**config.mk**
```make
export PLATFORM = sky130hd
export DESIGN_NAME = jk_excitation_driver
export DESIGN_NICKNAME = d
export VERILOG_FILES = /design/src/rtl/jk_pkg.sv /design/src/rtl/jk_excite_bit.sv /design/src/rtl/jk_excitation_driver.sv
export SDC_FILE = /design/constraint.sdc
export NUM_CORES = 1
export LEC_CHECK = 0
export CORE_MARGIN = 3
export CORE_UTILIZATION = 34
export DETAILED_ROUTE_END_ITERATION = 7
export PLACE_DENSITY_LB_ADDON = 0.25
export SLEW_MARGIN = 20
export SYNTH_ARGS = -nofsm -noshare
export SYNTH_HDL_FRONTEND = slang
export SYNTH_SLANG_ARGS = --single-unit
```
**constraint.sdc**
```tcl
create_clock -name CLK -period 1.1 [get_ports CLK]
set_input_delay 0.22 -clock CLK [delete_from_list [all_inputs] [get_ports CLK]]
set_output_delay 0.22 -clock CLK [all_outputs]
set_load 0.01 [all_outputs]
```
**src/rtl/jk_pkg.sv**
```systemverilog
// Shared types and {J,K} excitation constants for the JK excitation driver.
package jk_pkg;

    typedef enum logic [1:0] {
        IDLE   = 2'b00,
        APPLY  = 2'b01,
        SETTLE = 2'b10,
        CHECK  = 2'b11
    } jk_state_e;

    // Bit order is {J,K}
    localparam logic [1:0] JK_HOLD   = 2'b00;
    localparam logic [1:0] JK_RESET  = 2'b01;
    localparam logic [1:0] JK_SET    = 2'b10;
    localparam logic [1:0] JK_TOGGLE = 2'b11;

endpackage

```
**src/rtl/jk_excite_bit.sv**
```systemverilog
// Per-bit inverse JK table: picks the {J,K} pair that moves q to target in one edge.
module jk_excite_bit
    import jk_pkg::*;
(
    input  logic i_q,
    input  logic i_tgt,
    input  logic i_use_toggle,
    output logic o_j,
    output logic o_k
);

    logic [1:0] w_jk;

    // Changed bits use set/reset or toggle; unchanged bits hold.
    always_comb begin
        w_jk = JK_HOLD;
        case ({i_q, i_tgt})
            2'b01:   w_jk = i_use_toggle ? JK_TOGGLE : JK_SET;
            2'b10:   w_jk = i_use_toggle ? JK_TOGGLE : JK_RESET;
            default: w_jk = JK_HOLD;
        endcase
    end

    assign o_j = w_jk[1];
    assign o_k = w_jk[0];

endmodule

```
**src/rtl/jk_excitation_driver.sv**
```systemverilog
// Drives a JK flip-flop bank to a requested target word in one clock.
// Optional readback check with retries: define JK_READBACK_CHECK_EN.
module jk_excitation_driver
    import jk_pkg::*;
#(
    parameter int WIDTH      = 4,
    parameter bit USE_TOGGLE = 1'b0,
    parameter int SETTLE_CYC = 1,
    parameter int MAX_RETRY  = 2
) (
    input  logic             CLK,
    input  logic             RESET_N,
    input  logic             TGT_VALID,
    output logic             TGT_READY,
    input  logic [WIDTH-1:0] TGT_DATA,
    input  logic [WIDTH-1:0] Q_IN,
    output logic [WIDTH-1:0] J_OUT,
    output logic [WIDTH-1:0] K_OUT,
    output logic             DONE,
    output logic             ERR
);

    localparam int SC = (SETTLE_CYC < 1) ? 1 : SETTLE_CYC;
    localparam int SW = (SC > 1) ? $clog2(SC) : 1;
    localparam logic [SW-1:0] SETTLE_LOAD = SW'(SC - 1);

    jk_state_e        r_state;
    logic [WIDTH-1:0] r_tgt;
    logic [WIDTH-1:0] r_j;
    logic [WIDTH-1:0] r_k;
    logic             r_done;
    logic             r_ready;
    logic [SW-1:0]    r_settle_cnt;
    logic [WIDTH-1:0] w_tgt_sel;
    logic [WIDTH-1:0] w_j;
    logic [WIDTH-1:0] w_k;

`ifdef JK_READBACK_CHECK_EN
    localparam int RW = (MAX_RETRY > 0) ? $clog2(MAX_RETRY + 1) : 1;
    localparam logic [RW-1:0] RETRY_LIMIT = RW'(MAX_RETRY);
    logic [RW-1:0] r_retry;
    logic          r_err;
`endif

    // At acceptance the fresh target is encoded; on a retry the latched one is.
    always_comb begin
        if (r_state == IDLE) begin
            w_tgt_sel = TGT_DATA;
        end else begin
            w_tgt_sel = r_tgt;
        end
    end

    for (genvar gi = 0; gi < WIDTH; gi++) begin : g_bit
        jk_excite_bit u_bit (
            .i_q          (Q_IN[gi]),
            .i_tgt        (w_tgt_sel[gi]),
            .i_use_toggle (USE_TOGGLE),
            .o_j          (w_j[gi]),
            .o_k          (w_k[gi])
        );
    end

    // Transaction FSM with registered handshake and excitation outputs.
    always_ff @(posedge CLK or negedge RESET_N) begin
        if (!RESET_N) begin
            r_state      <= IDLE;
            r_tgt        <= '0;
            r_j          <= '0;
            r_k          <= '0;
            r_done       <= 1'b0;
            r_ready      <= 1'b0;
            r_settle_cnt <= '0;
`ifdef JK_READBACK_CHECK_EN
            r_retry      <= '0;
            r_err        <= 1'b0;
`endif
        end else begin
            r_done <= 1'b0;
            case (r_state)
                IDLE: begin
                    r_ready <= 1'b1;
                    r_j     <= '0;
                    r_k     <= '0;
                    if (TGT_VALID && r_ready) begin
                        r_tgt   <= TGT_DATA;
                        r_j     <= w_j;
                        r_k     <= w_k;
                        r_ready <= 1'b0;
                        r_state <= APPLY;
`ifdef JK_READBACK_CHECK_EN
                        r_retry <= '0;
                        r_err   <= 1'b0;
`endif
                    end
                end
                APPLY: begin
                    r_j          <= '0;
                    r_k          <= '0;
                    r_settle_cnt <= SETTLE_LOAD;
                    r_state      <= SETTLE;
                end
                SETTLE: begin
                    if (r_settle_cnt == '0) begin
`ifdef JK_READBACK_CHECK_EN
                        r_state <= CHECK;
`else
                        r_state <= IDLE;
                        r_done  <= 1'b1;
                        r_ready <= 1'b1;
`endif
                    end else begin
                        r_settle_cnt <= r_settle_cnt - 1'b1;
                    end
                end
                CHECK: begin
`ifdef JK_READBACK_CHECK_EN
                    if (Q_IN == r_tgt) begin
                        r_state <= IDLE;
                        r_done  <= 1'b1;
                        r_ready <= 1'b1;
                    end else if (r_retry < RETRY_LIMIT) begin
                        // Re-excite from what the bank actually holds now
                        r_retry <= r_retry + 1'b1;
                        r_j     <= w_j;
                        r_k     <= w_k;
                        r_state <= APPLY;
                    end else begin
                        r_err   <= 1'b1;
                        r_state <= IDLE;
                        r_done  <= 1'b1;
                        r_ready <= 1'b1;
                    end
`else
                    r_state <= IDLE;
                    r_ready <= 1'b1;
`endif
                end
                default: begin
                    r_state <= IDLE;
                    r_j     <= '0;
                    r_k     <= '0;
                    r_ready <= 1'b0;
                end
            endcase
        end
    end

    assign TGT_READY = r_ready;
    assign J_OUT     = r_j;
    assign K_OUT     = r_k;
    assign DONE      = r_done;
`ifdef JK_READBACK_CHECK_EN
    assign ERR       = r_err;
`else
    assign ERR       = 1'b0;
`endif

endmodule
```
==> After elaboration in Yosys (flattened, before gate mapping) <==
Cells that the tools add are included.
{ "word_totals": {"register_bits": 17, "word_cells": 48} }
{ "op_classes": {"addsub": 1, "n_eq_ne": 13, "mux": 19, "reduce_logical": 8} }
{ "ops": {"columns": ["cell", "count"], "rows": [
  ["one-hot mux 2 bit (2 select lines)", 4],
  ["one-hot mux 4 bit (2 select lines)", 2],
  ["== test 2 bit (second input constant)", 6],
  ["2-to-1 mux 4 bit", 3],
  ["== test 2 x 1 -> 1 bit (second input constant)", 5],
  ["one-hot mux 2 bit (4 select lines)", 1],
  ["AND reduction 2 bit", 3],
  ["2-to-1 mux 1 bit", 5],
  ["2-to-1 mux 2 bit", 2],
  ["nonzero test 2 bit", 2],
  ["one-hot mux 1 bit (3 select lines)", 1],
  ["nonzero test 3 bit", 1],
  ["logical NOT 2 bit", 1],
  ["!= test 2 x 1 -> 1 bit (second input constant)", 1],
  ["!= test 2 bit (second input constant)", 1],
  ["one-hot mux 1 bit (2 select lines)", 1],
  ["logical AND 1 bit", 1],
  ["subtractor 1 bit (second input constant)", 1]
]} }

==> Logic depth before layout (Yosys ltp) <==
{ "depth": {"ltp_word": 6, "ltp_mapped": 4, "ltp_nobuf": 2} }

==> Hierarchy <==
A second synthesis with hierarchy kept.
{ "unflattened": {"hier_cells": 92, "hier_area_um2": 903.4} }
{ "modules_own_cells": {"columns": ["module", "instances", "cells_per_inst", "area_per_inst_um2", "seq_area_each_um2"], "rows": [
  ["jk_excitation_driver", 1, 60, 703.2, 400.4],
  ["jk_excite_bit", 4, 8, 50.0, 0.0]
]} }

==> Least setup slack after synthesis <==
Ideal clock, no wire load.
{ "synth_path": {"path_type": "register -> register", "start": "reg r_ready (netlist: TGT_READY)", "end": "reg r_j[1] (netlist: J_OUT[1])", "setup_ps": 121, "arrival_ps": 1035, "slack_ps": -56, "path_stages_with_launch": 5, "path_buffers": 2, "cell_sequence": "dfrtp_1 > nor4bb_1 > buf_4 > buf_8 > a32o_2"} }
{ "synth_via": {"elab_chain_len": 3} }
{ "synth_rtl": {"columns": ["element", "line", "text"], "rows": [
  ["from (decl)", "jk_excitation_driver.sv:32", "logic r_ready;"],
  ["from (signal assigned)", "jk_excitation_driver.sv:72", "r_ready <= 1'b0;"],
  ["from (signal assigned)", "jk_excitation_driver.sv:82", "r_ready <= 1'b1;"],
  ["from (signal assigned)", "jk_excitation_driver.sv:89", "r_ready <= 1'b0;"],
  ["logical AND 1 bit", "jk_excitation_driver.sv:85", "if (TGT_VALID && r_ready) begin"],
  ["2-to-1 mux 4 bit", "jk_excitation_driver.sv:85", null],
  ["one-hot mux 4 bit (2 select lines)", "jk_excitation_driver.sv:80", "case (r_state)"],
  ["to (signal assigned)", "jk_excitation_driver.sv:87", "r_j <= w_j;"],
  ["to (decl)", "jk_excitation_driver.sv:29", "logic [WIDTH-1:0] r_j;"]
]} }
No other way between the ends.
A chain may end at the register's enable or synchronous reset.

==> Worst setup path after layout <==
{ "layout_path": {"start": "reg r_state[0]", "end": "reg r_j[3] (netlist: J_OUT[3])"} }
{ "layout_via": {"elab_chain_len": 6, "elab_cells_between_ends": 9} }
{ "layout_rtl": {"columns": ["element", "line", "text"], "rows": [
  ["from (decl)", "jk_excitation_driver.sv:27", "jk_state_e r_state;"],
  ["from (signal assigned)", "jk_excitation_driver.sv:67", "r_state <= IDLE;"],
  ["from (signal assigned)", "jk_excitation_driver.sv:90", "r_state <= APPLY;"],
  ["from (signal assigned)", "jk_excitation_driver.sv:101", "r_state <= SETTLE;"],
  ["logical NOT 2 bit", "jk_excitation_driver.sv:47, jk_excitation_driver.sv:80", null],
  ["2-to-1 mux 4 bit", "jk_excitation_driver.sv:47", "if (r_state == IDLE) begin"],
  ["== test 2 bit or == test 2 x 1 -> 1 bit (tied branches)", "jk_excite_bit.sv:17", "case ({i_q, i_tgt})"],
  ["one-hot mux 2 bit (2 select lines)", "jk_excite_bit.sv:17", null],
  ["2-to-1 mux 4 bit", "jk_excitation_driver.sv:85", null],
  ["one-hot mux 4 bit (2 select lines)", "jk_excitation_driver.sv:80", null]
]} }
Parallel ways exist; a longest one is shown, timed or not.

==> flow_summary.ini <==
[logic_synthesis]
yosysSeqAreaShare_pct = 61.2
syn_inst = 38
yosysWarningCount = 0
synth_nets = 49
ys_types = 11
avgSynthCellArea_um2 = 12.9
syn_area_um2 = 490
ys_ff_latch = 12

[sta]
tns_ps = 0
skew_ps = 6.15
max_freq_ghz = 0.917
setup_slack_ps = 9.29
slew_violations = 0
hold_viol = 0
rsz0062_at_grt = true
finalSetupViolCount = 0
post-route-min-period_ps = 1090
min_period_over_period_pct = 99.2

[critical_path]
cp_top_family = flip-flops
crit_type = reg -> reg
cp_slowest_cell = dfrtp_1
cp-start-kind = flip-flop
critPathMaxFanout = 10
path_cells = nor4bb_1 -> buf_4 -> a32o_2
critPathArrivalTime_ps = 1300
crit_required_ps = 1310
max_stage_delay_ps = 380
crit_buf_inv = 1
worstSetupEndpointType = flip-flop

[drt]
via_per_inst = 4.74
firstDrtPassIters = 4
drt-initial-drc-count = 4
via_count = 379
drc = 0
ant_nets = 0
wl_per_cell_um = 12.6
routed_wl_mm = 1.01

[clocking]
numCtsBuffers = 3
htreeDepth = 1
clock_latency_ps = 270
clkSinkCount = 12
clkTransAtPathRegs_ps = 80
hold_buffers = 0
clock_tree.root_cell = clkbuf_4
cts_tree = built
cts_buffer_depth = 2

[grt]
grt_pass1_wl_mm = 1.76
grt_pass1_vias = 401
globalRouteOverflowTotal = 0
antenna_found_initial = 0
grt_util_all_layers_pct = 12.7
grt_max_degree = 13

[job]
max_cap_viol_count = 0

[floorplanning]
rows = 13
start_util_pct = 36.8
ios = 22
die-width_um = 44.0
die_h_um = 44.0
die_area_um2 = 1930
core_um2 = 1330

[pwr]
net-switching-power_mw = 0.413
p_seq_share_pct = 42.3
switching_share_pct = 29.3
p_per_area_nw_per_um2 = 1970
clkPwrFrac_pct = 24.3
pwr-share-comb_pct = 33.4
power.leakage_nw = 0.438
intPower_mw = 0.995
vdd_drop_max_v = 0.00106

[final_layout]
drive_gt1_share_pct = 44.6
final_common_cell = dfrtp_1
mostFrequentLayoutCells = 12 x dfrtp_1, 9 x inv_1, 9 x clkdlybuf4s50_1, 9 x buf_2, 8 x a32o_2
area.growth.synth_to_final_pct = 45.4
ff_latch_area_um2 = 300
nNetsFinal = 77
postLayoutCoreUtil_pct = 53.5
fill_cells = 125
multiInputGateArea_um2 = 123
antenna_cells = 0

[place]
hpwl_um = 737
pre_cts_slack_ps = -293
io_buffers = 20
place.gp.congestion = 0.642

[min_path]
hp-class = in -> async

[run_status]
status = finished clean
-- logic make-up after synthesis --
logic type	synth area share (%)
buf+inv	13.8
flops	61.2
compound gates	19.4
simple gates	4.85
other cells	0.765
-- sequential cells by signal, indices dropped and copies added, names as in the netlist --
signal,flops
TGT_READY,1
DONE,1
r_state,2
K_OUT,4
J_OUT,4
-- metal layers --
layer  vias up  track usage [%]  part of all wire, %
met5         -                0                    0
li1        184                -                    -
met3         2             4.56                  9.1
met1       178             15.1                   42
met2        15             19.8                   48
met4         0             7.23                 0.99
-- final cells by class --
class / instances / share of cell area (%)
sequential: 12 / 42.1
timing repair buffer: 27 / 28.2
multi-input combinational: 13 / 17.2
clock buffer: 4 / 5.09
inverter: 9 / 4.74
tap: 15 / 2.63
-- final timing paths --
| kind | to | start | cells after the start | slack [ps] |
|---|---|---|---|---|
| setup / recovery | J_OUT[3]$_DFFE_PN0P_ | r_state[0]$_DFFE_PN0P_ | 3 | 9 |
| hold / removal | DONE$_DFF_PN0_ | RESET_N | 2 | 240 |
| setup reg to reg | J_OUT[3]$_DFFE_PN0P_ | r_state[0]$_DFFE_PN0P_ | 3 | 9 |
| hold reg to reg | J_OUT[2]$_DFFE_PN0P_ | J_OUT[2]$_DFFE_PN0P_ | 1 | 480 |
| max in group asynchronous | K_OUT[3]$_DFFE_PN0P_ | RESET_N | 2 | 700 |
| min in group CLK | J_OUT[2]$_DFFE_PN0P_ | J_OUT[2]$_DFFE_PN0P_ | 1 | 480 |
-- synth_stat cells, drive strengths merged --
cell type,number,area share [%]
a21oi,1,1.0
clkbuf,1,0.76
dfrtp,12,61
nor2b,1,1.3
nor4bb,1,2.0
conb,1,0.76
inv,9,6.9
and2b,1,1.5
a32o,8,18
buf,3,6.1
-- timing repair --
action | in CTS | in global routing
resized for setup | 37 | 3
endpoints found under the setup margin | 12 | 12
setup buffers | 2 | 1
-- power groups by stage --
stage                     Clock [mW]  Sequential [mW]  Combinational (mW)
after floorplan                    0            0.641               0.235
after global placement             0            0.608               0.504
after detailed placement           0            0.608               0.512
after CTS                      0.355            0.596               0.485
after global routing           0.392            0.614               0.510
final                          0.342            0.596               0.470
-- metrics by stage --
| step | area, µm² | power [mW] | instances | hold slack [ps] |
|---|---|---|---|---|
| after floorplan | 490 | 0.875 | 38 | -75.6 |
| after global placement | 706 | 1.11 | 73 | 471 |
| after detailed placement | 706 | 1.12 | 73 | 475 |
| after CTS | 723 | 1.44 | 79 | 245 |
| after global routing | 713 | 1.52 | 80 | 238 |
| final | 713 | 1.41 | 80 | 244 |
(Power assumes the default switching activity.)
